===== src/rtl/txuart_pkg.sv =====
// Shared types and constants for the UART transmitter slice.
package txuart_pkg;

  localparam int unsigned BAUD_W = 24;
  localparam int unsigned DATA_W = 8;

  typedef enum logic [2:0] {
    IDLE,
    START,
    DATA,
    PARITY,
    STOP
  } state_t;

endpackage


===== src/rtl/txuart_baud.sv =====
// Reloadable baud countdown: emits a one-cycle tick on the last cycle of
// every bit period. Restarted at each frame start, held while disabled.
module txuart_baud
  import txuart_pkg::*;
#(
  parameter logic [BAUD_W-1:0] UART_SETUP = 24'd217
) (
  input  logic i_clk,
  input  logic i_reset_n,
  input  logic i_restart,
  input  logic i_en,
  output logic o_tick
);

  localparam logic [BAUD_W-1:0] RELOAD = UART_SETUP - 24'd1;

  generate
    if (UART_SETUP < 24'd2) begin : g_bad_setup
      $error("txuart_baud: UART_SETUP must be at least 2");
    end
  endgenerate

  logic [BAUD_W-1:0] r_cnt;

  assign o_tick = i_en && (r_cnt == '0);

  // Countdown with reload on restart or on bit boundary.
  always_ff @(posedge i_clk) begin
    if (!i_reset_n) begin
      r_cnt <= '0;
    end else if (i_restart || o_tick) begin
      r_cnt <= RELOAD;
    end else if (i_en) begin
      r_cnt <= r_cnt - BAUD_W'(1);
    end
  end

endmodule


===== src/rtl/txuart_core.sv =====
// Byte-wide UART transmitter, LSB first, 8N1 by default.
// Define TXUART_PARITY_EN to insert an even-parity bit before the stop bit.
module txuart_core
  import txuart_pkg::*;
#(
  parameter logic [BAUD_W-1:0] UART_SETUP = 24'd217
) (
  input  logic              i_clk,
  input  logic              i_reset_n,
  input  logic              i_wr,
  input  logic [DATA_W-1:0] i_data,
  output logic              o_busy,
  output logic              o_uart_tx
);

  state_t            r_state;
  state_t            w_state_next;
  logic [DATA_W-1:0] r_shift;
  logic [DATA_W-1:0] w_shift_next;
  logic [2:0]        r_bit_idx;
  logic [2:0]        w_bit_idx_next;
  logic              r_tx;
  logic              w_tx_next;
  logic              w_tick;
  logic              w_busy;
  logic              w_accept;
`ifdef TXUART_PARITY_EN
  logic              r_parity;
`endif

  // Busy drops in the final stop cycle so a new byte can follow with no gap.
  assign w_busy    = (r_state != IDLE) && !((r_state == STOP) && w_tick);
  assign w_accept  = i_wr && !w_busy;
  assign o_busy    = w_busy;
  assign o_uart_tx = r_tx;

  txuart_baud #(
    .UART_SETUP(UART_SETUP)
  ) u_baud (
    .i_clk     (i_clk),
    .i_reset_n (i_reset_n),
    .i_restart (w_accept),
    .i_en      (r_state != IDLE),
    .o_tick    (w_tick)
  );

  // State register.
  always_ff @(posedge i_clk) begin
    if (!i_reset_n) begin
      r_state <= IDLE;
    end else begin
      r_state <= w_state_next;
    end
  end

  // Next-state logic: advance one state per bit boundary.
  always_comb begin
    w_state_next = r_state;
    case (r_state)
      IDLE:  if (w_accept) w_state_next = START;
      START: if (w_tick) w_state_next = DATA;
      DATA: begin
        if (w_tick && (r_bit_idx == 3'd7)) begin
`ifdef TXUART_PARITY_EN
          w_state_next = PARITY;
`else
          w_state_next = STOP;
`endif
        end
      end
`ifdef TXUART_PARITY_EN
      PARITY: if (w_tick) w_state_next = STOP;
`endif
      STOP:  if (w_tick) w_state_next = w_accept ? START : IDLE;
      default: w_state_next = IDLE;
    endcase
  end

  // Shift register and bit index next values.
  always_comb begin
    w_shift_next   = r_shift;
    w_bit_idx_next = r_bit_idx;
    if (w_accept) begin
      w_shift_next   = i_data;
      w_bit_idx_next = '0;
    end else if ((r_state == DATA) && w_tick) begin
      w_shift_next   = {1'b0, r_shift[DATA_W-1:1]};
      w_bit_idx_next = r_bit_idx + 3'd1;
    end
  end

  // Line level for the coming cycle, derived from next state so the
  // registered output lines up exactly with the state it belongs to.
  always_comb begin
    w_tx_next = 1'b1;
    case (w_state_next)
      START:  w_tx_next = 1'b0;
      DATA:   w_tx_next = w_shift_next[0];
`ifdef TXUART_PARITY_EN
      PARITY: w_tx_next = r_parity;
`endif
      default: w_tx_next = 1'b1;
    endcase
  end

  // Datapath and output registers.
  always_ff @(posedge i_clk) begin
    if (!i_reset_n) begin
      r_shift   <= '0;
      r_bit_idx <= '0;
      r_tx      <= 1'b1;
`ifdef TXUART_PARITY_EN
      r_parity  <= 1'b0;
`endif
    end else begin
      r_shift   <= w_shift_next;
      r_bit_idx <= w_bit_idx_next;
      r_tx      <= w_tx_next;
`ifdef TXUART_PARITY_EN
      if (w_accept) r_parity <= ^i_data;
`endif
    end
  end

endmodule


===== config.mk =====
export PLATFORM = sky130hd
export DESIGN_NAME = txuart_core
export DESIGN_NICKNAME = d
export VERILOG_FILES = /design/src/rtl/txuart_pkg.sv /design/src/rtl/txuart_baud.sv /design/src/rtl/txuart_core.sv
export SDC_FILE = /design/constraint.sdc
export NUM_CORES = 1
export LEC_CHECK = 0
export CAP_MARGIN = 10
export CORE_MARGIN = 3
export CORE_UTILIZATION = 52
export DETAILED_ROUTE_END_ITERATION = 6
export PLACE_DENSITY = 0.76
export SETUP_SLACK_MARGIN = 0.1
export SLEW_MARGIN = 10
export SYNTH_ARGS = -nofsm -noshare
export SYNTH_HDL_FRONTEND = slang
export SYNTH_SLANG_ARGS = --single-unit
export TNS_END_PERCENT = 10

===== constraint.sdc =====
create_clock -name i_clk -period 2 [get_ports i_clk]
set_clock_uncertainty 0.05 [all_clocks]
set_input_delay 0.2 -clock i_clk [delete_from_list [all_inputs] [get_ports i_clk]]
set_output_delay 0.2 -clock i_clk [all_outputs]
set_load 0.1 [all_outputs]

After elaboration in Yosys (flattened, before gate mapping)
Index checks and enable logic that the tools add are counted.
- flip-flop bits (word level): 39
- add/sub/neg operators: 2
- eq/ne operators: 6
- mux-type cells: 11
- bitwise gates (word level): 1
- reduce and logical (&&, ||, !) cells: 16
- operators with widths (kind ; count):
    $mux W8 ; 4
    $logic_not A24 Y1 ; 1
    $sub A24 B1 Y24 const B ; 1
    $mux W3 ; 4
    $pmux W3 S4 ; 1
    $eq A3 B1 Y1 const B ; 2
    $eq A3 B2 Y1 const B ; 2
    $eq A3 B3 Y1 const B ; 2
    $logic_and A1 B1 Y1 ; 6
    $reduce_bool A2 Y1 ; 2
    $reduce_or A2 Y1 ; 2
    $add A3 B1 Y3 const B ; 1
    $logic_not A3 Y1 ; 1
    $reduce_bool A3 Y1 ; 1
    $logic_not A1 Y1 ; 2
    $pmux W1 S2 ; 1
    $logic_or A1 B1 Y1 ; 1
    $mux W1 ; 1
    $not A1 Y1 ; 1

Depth between registers and ports, before layout
- word-level depth: 12
- mapped depth: 9

Cells and area by module
From an unflattened synthesis, not the netlist that was laid out.
- cell total of the unflattened synthesis: 217
- area, all modules: 1979.4 µm²
- by module, submodules not included (module ; instances ; cells each ; area each (µm²) ; sequential area each (µm²)):
    txuart_baud ; 1 ; 136 ; 1218.7 ; 480.5
    txuart_core ; 1 ; 81 ; 760.7 ; 300.3

Least setup slack after synthesis
Ideal clock, no wire load.
- path kind: register to output
- start point: register u_baud.r_cnt[0]
- end point: output port o_busy
- arrival: 1844 ps
- data required time: 1750 ps
- setup slack: -94 ps
- stages on the path, launching flop included: 7
- path buffers: 0
- cells stage by stage: dfxtp_1 inv_1 ha_1 nor4b_1 nand4_2 o21ai_2 nand2_1
- word-level cells in the longest chain between the ends: 5
- ends and longest elaborated chain (item ; line ; source):
    start, declared ; txuart_baud.sv:23 ; logic [BAUD_W-1:0] r_cnt;
    start signal, assigned ; txuart_baud.sv:34 ; r_cnt <= r_cnt - BAUD_W'(1);
    $logic_not A24 Y1 ; txuart_baud.sv:25 ; assign o_tick = i_en && (r_cnt == '0);
    $logic_and A1 B1 Y1 ; txuart_baud.sv:25 ;
    $logic_and A1 B1 Y1 ; txuart_core.sv:32 ; assign w_busy = (r_state != IDLE) && !((r_state == STOP) && w_tick);
    $logic_not A1 Y1 ; txuart_core.sv:32 ;
    $logic_and A1 B1 Y1 ; txuart_core.sv:32 ;
    end, declared ; txuart_core.sv:12 ; output logic o_busy,
Every way passes these cells.

Final worst setup path
- start point: register u_baud.r_cnt[12]
- end point: register r_tx (netlist: o_uart_tx)
- word-level cells in the longest chain between the ends: 12
- ends and longest elaborated chain (item ; line ; source):
    $logic_not A24 Y1 (*) ; txuart_baud.sv:25 ;
    $logic_and A1 B1 Y1 (*) ; txuart_baud.sv:25 ;
    $logic_and A1 B1 Y1 ; txuart_core.sv:32 ;
    $logic_not A1 Y1 ; txuart_core.sv:32 ;
    $logic_and A1 B1 Y1 ; txuart_core.sv:32 ;
    $logic_not A1 Y1 ; txuart_core.sv:33 ; assign w_accept = i_wr && !w_busy;
    $logic_and A1 B1 Y1 ; txuart_core.sv:33 ;
    $mux W1 ; txuart_core.sv:74 ; STOP: if (w_tick) w_state_next = w_accept ? START : IDLE;
    $mux W3 ; txuart_core.sv:74 ;
    $pmux W3 S4 ; txuart_core.sv:59 ; case (r_state)
    $eq A3 B2 Y1 or $eq A3 B1 Y1 (tied branches) ; txuart_core.sv:96 ; case (w_state_next)
    $pmux W1 S2 (*) ; txuart_core.sv:96 ;
    end signal, assigned ; txuart_core.sv:118 ; r_tx <= w_tx_next;
    end, declared ; txuart_core.sv:22 ; logic r_tx;
Mark *: on every way between the ends. The rest lies on a longest branch, timed or not. The select of a mux whose other input is x is not followed.
A chain may end at the register's enable or synchronous reset.

==> impl_metrics.toml <==
[outcome]
status = "complete, but fails checks"
violations = "setup timing"

[timing]
post-route-min-period_ns = 2.15
max_freq_mhz = 466
worstMarginPinSlew_ns = 0.386
slew_headroom_pct = 74.1
worst_slack_ns = -0.148
finalSetupViolations = 10
holdWs_ns = 0.379
slew_viol_final = 0
fin_setup_tns_ns = -0.655
rsz0062_at_grt = "true"
fin_crit_sh_pct = 107
final-hold-violation-count = 0

[clock_network]
clkSinkCount = 39
cts_tree = "built"
h-tree-depth = 2
cts_buffers = 5
path_clk_slew_ns = 0.12
clk_latency_ns = 0.36
clockBufferDepth = 2
root_buffer = "clkbuf_4"
hold_buffers = 0

[critical_path]
critical_path_class = "register to register"
required_ns = 2.19
r2r_cells = 7
start_kind = "register"
endpoint_kind = "register"
worstPathMaxFanout = 4
critPathArrivalTime_ns = 2.33

[logic_synthesis]
avgSynthCellArea_um2 = 9.11
yosysUniqueCellTypes = 42
yosys.area.top_type_share_pct = 42.4
syn_area_mm2 = 0.00184
syn_nets = 217
synth_flop_cell = "dfxtp_1"
syn_inst = 202
yosysWarnings = 0
synth_top_cell_by_area = "dfxtp_1"
ys_seq_area_share_pct = 42.4
ys_top_cells_by_count = "nor2_1, dfxtp_1, xnor2_1"
async_flop_share_pct = 0
synth_edf_count = 0
synthTopCellsByArea = "dfxtp_1, nor2_1, xnor2_1"
synth.most_common_cell = "nor2_1"
yosys_register_bits = 39

[die]
start_util_pct = 57.5
fp.coreArea_mm2 = 0.00320
std_cell_rows = 20
die_area_mm2 = 0.00429
chipHeight_um = 65.5
io_pins = 13
die_width_um = 65.5

[route]
vias = 1596
wl_per_cell_um = 14.2
drc = 0
wirelength_mm = 4.13
antenna_left = 0
first_pass_iters = 5
drtIter0Drc = 61
avgViaCountPerCell = 5.48

[placed_design]
port_buffers = 12
post-dp-hpwl_mm = 2.84
place.gp.congestion = 0.871

[global_routing]
gr-usage-all-layers_pct = 21.7
grt_max_degree = 21
grt.overflow.total = 0
grt_pass1_wl_mm = 7.17
first_global_vias = 1711
antenna_found_initial = 0

[cells_and_area]
syn_to_final_growth_pct = 33.0
utilization_pct = 76.4
drive_above_1_share_pct = 24.3
antenna_cells = 0
fin_nets = 261

[flow_run]
maxCapViolations = 0

[worst_hold_path]
hold_depth = 3
holdCritPathClass = "input pin to register"

[power_and_ir_drop]
powerDensity_mw_per_mm2 = 1300
ir_drop_uv = 754
power.leakage_nw = 0.971
-- per-stage QoR --
stage	setup WS [ns]	cell area, um^2	std cells	power (mW)
after floorplan	0.0244	1840	202	1.85
after global placement	0.00396	2180	276	2.23
after detailed placement	-0.0890	2180	276	2.28
after CTS	-0.158	2400	288	3.09
after global routing	-0.297	2450	291	3.38
final	-0.148	2450	291	3.18
-- worst max-delay path, stage by stage (launching register included) --
cell       delay, ns
dfxtp_1         0.35
nor4_4          0.40
nand4_2         0.22
buf_4           0.22
nor3_4          0.23
mux2i_1         0.28
a22o_1          0.18
o2111ai_1       0.10
-- kinds of logic after synthesis --
| logic type | count (synthesis) | share of synthesized area (%) |
|---|---|---|
| xor+xnor | 23 | 10.9 |
| simple gates | 96 | 27.6 |
| compound gates | 21 | 7.75 |
| buf+inv | 9 | 3.13 |
| fa+ha+maj | 4 | 2.72 |
| mux | 10 | 5.44 |
| flops | 39 | 42.4 |
-- metal layers --
metal  share of wire [%]  vias to the layer above  GRT usage [%]
met5                   0                        -              0
met4                 1.7                        0           9.33
met3                 4.5                        8           4.62
met2                  54                       43           42.0
met1                  39                      757           22.1
li1                    -                      788              -
-- placed cells by master, fill, tap and decap left out, drive strengths merged, types with 2 or more instances in the layout --
| master | n |
|---|---|
| nand2 | 14 |
| nor4 | 8 |
| bufinv | 2 |
| o21ai | 3 |
| nor3 | 8 |
| clkdlybuf4s50 | 10 |
| nand3 | 3 |
| nand4 | 2 |
| xnor2 | 17 |
| nor2 | 46 |
| xor2 | 6 |
| mux2i | 10 |
| nor4b | 2 |
| a31oi | 2 |
| ha | 4 |
| and2 | 2 |
| clkbuf | 6 |
| or4 | 2 |
| inv | 3 |
| a211oi | 8 |
| a21oi | 5 |
| or3 | 3 |
| buf | 33 |
| dfxtp | 39 |
-- registers in the layout, indices dropped and copies added, names as in the netlist --
register / count
r_state: 3
r_shift: 8
r_bit_idx: 3
u_baud.r_cnt: 24
o_uart_tx: 1
-- timing repair --
| item | 4_1_cts | 5_1_grt |
|---|---|---|
| pin swaps | 9 | 4 |
| setup endpoints to repair | 33 | 40 |
| gates cloned | 0 | 1 |
| setup buffers | 4 | 2 |
| resized for setup | 15 | 7 |
-- power by group --
group | internal (mW) | leakage [nW] | switching [mW] | total, mW
registers | 0.914 | 0.320 | 0.130 | 1.04
clock network | 0.390 | 0.0525 | 0.264 | 0.654
logic | 0.706 | 0.598 | 0.778 | 1.48
-- worst paths after layout --
| check | endpoint | from | slack, ns |
|---|---|---|---|
| worst max-delay path | o_uart_tx$_SDFF_PN1_ | u_baud.r_cnt[12]$_SDFFE_PP0P_ | -0.15 |
| worst min-delay path | r_shift[2]$_SDFFE_PN0P_ | i_data[2] | 0.38 |
| worst max register to register | o_uart_tx$_SDFF_PN1_ | u_baud.r_cnt[12]$_SDFFE_PP0P_ | -0.15 |
| worst min register to register | u_baud.r_cnt[3]$_SDFFE_PN0P_ | u_baud.r_cnt[3]$_SDFFE_PN0P_ | 0.46 |
-- final cells by class --
| type | count | area (um^2) |
|---|---|---|
| clock inverter | 2 | 60.1 |
| clock buffer | 6 | 41.3 |
| tap | 44 | 55.1 |
| sequential | 39 | 787 |
| timing repair buffer | 43 | 397 |
| multi-input combinational | 154 | 1100 |
| inverter | 3 | 11.3 |
| fill | 238 | 756 |
Power figures use the tool's default switching activity.
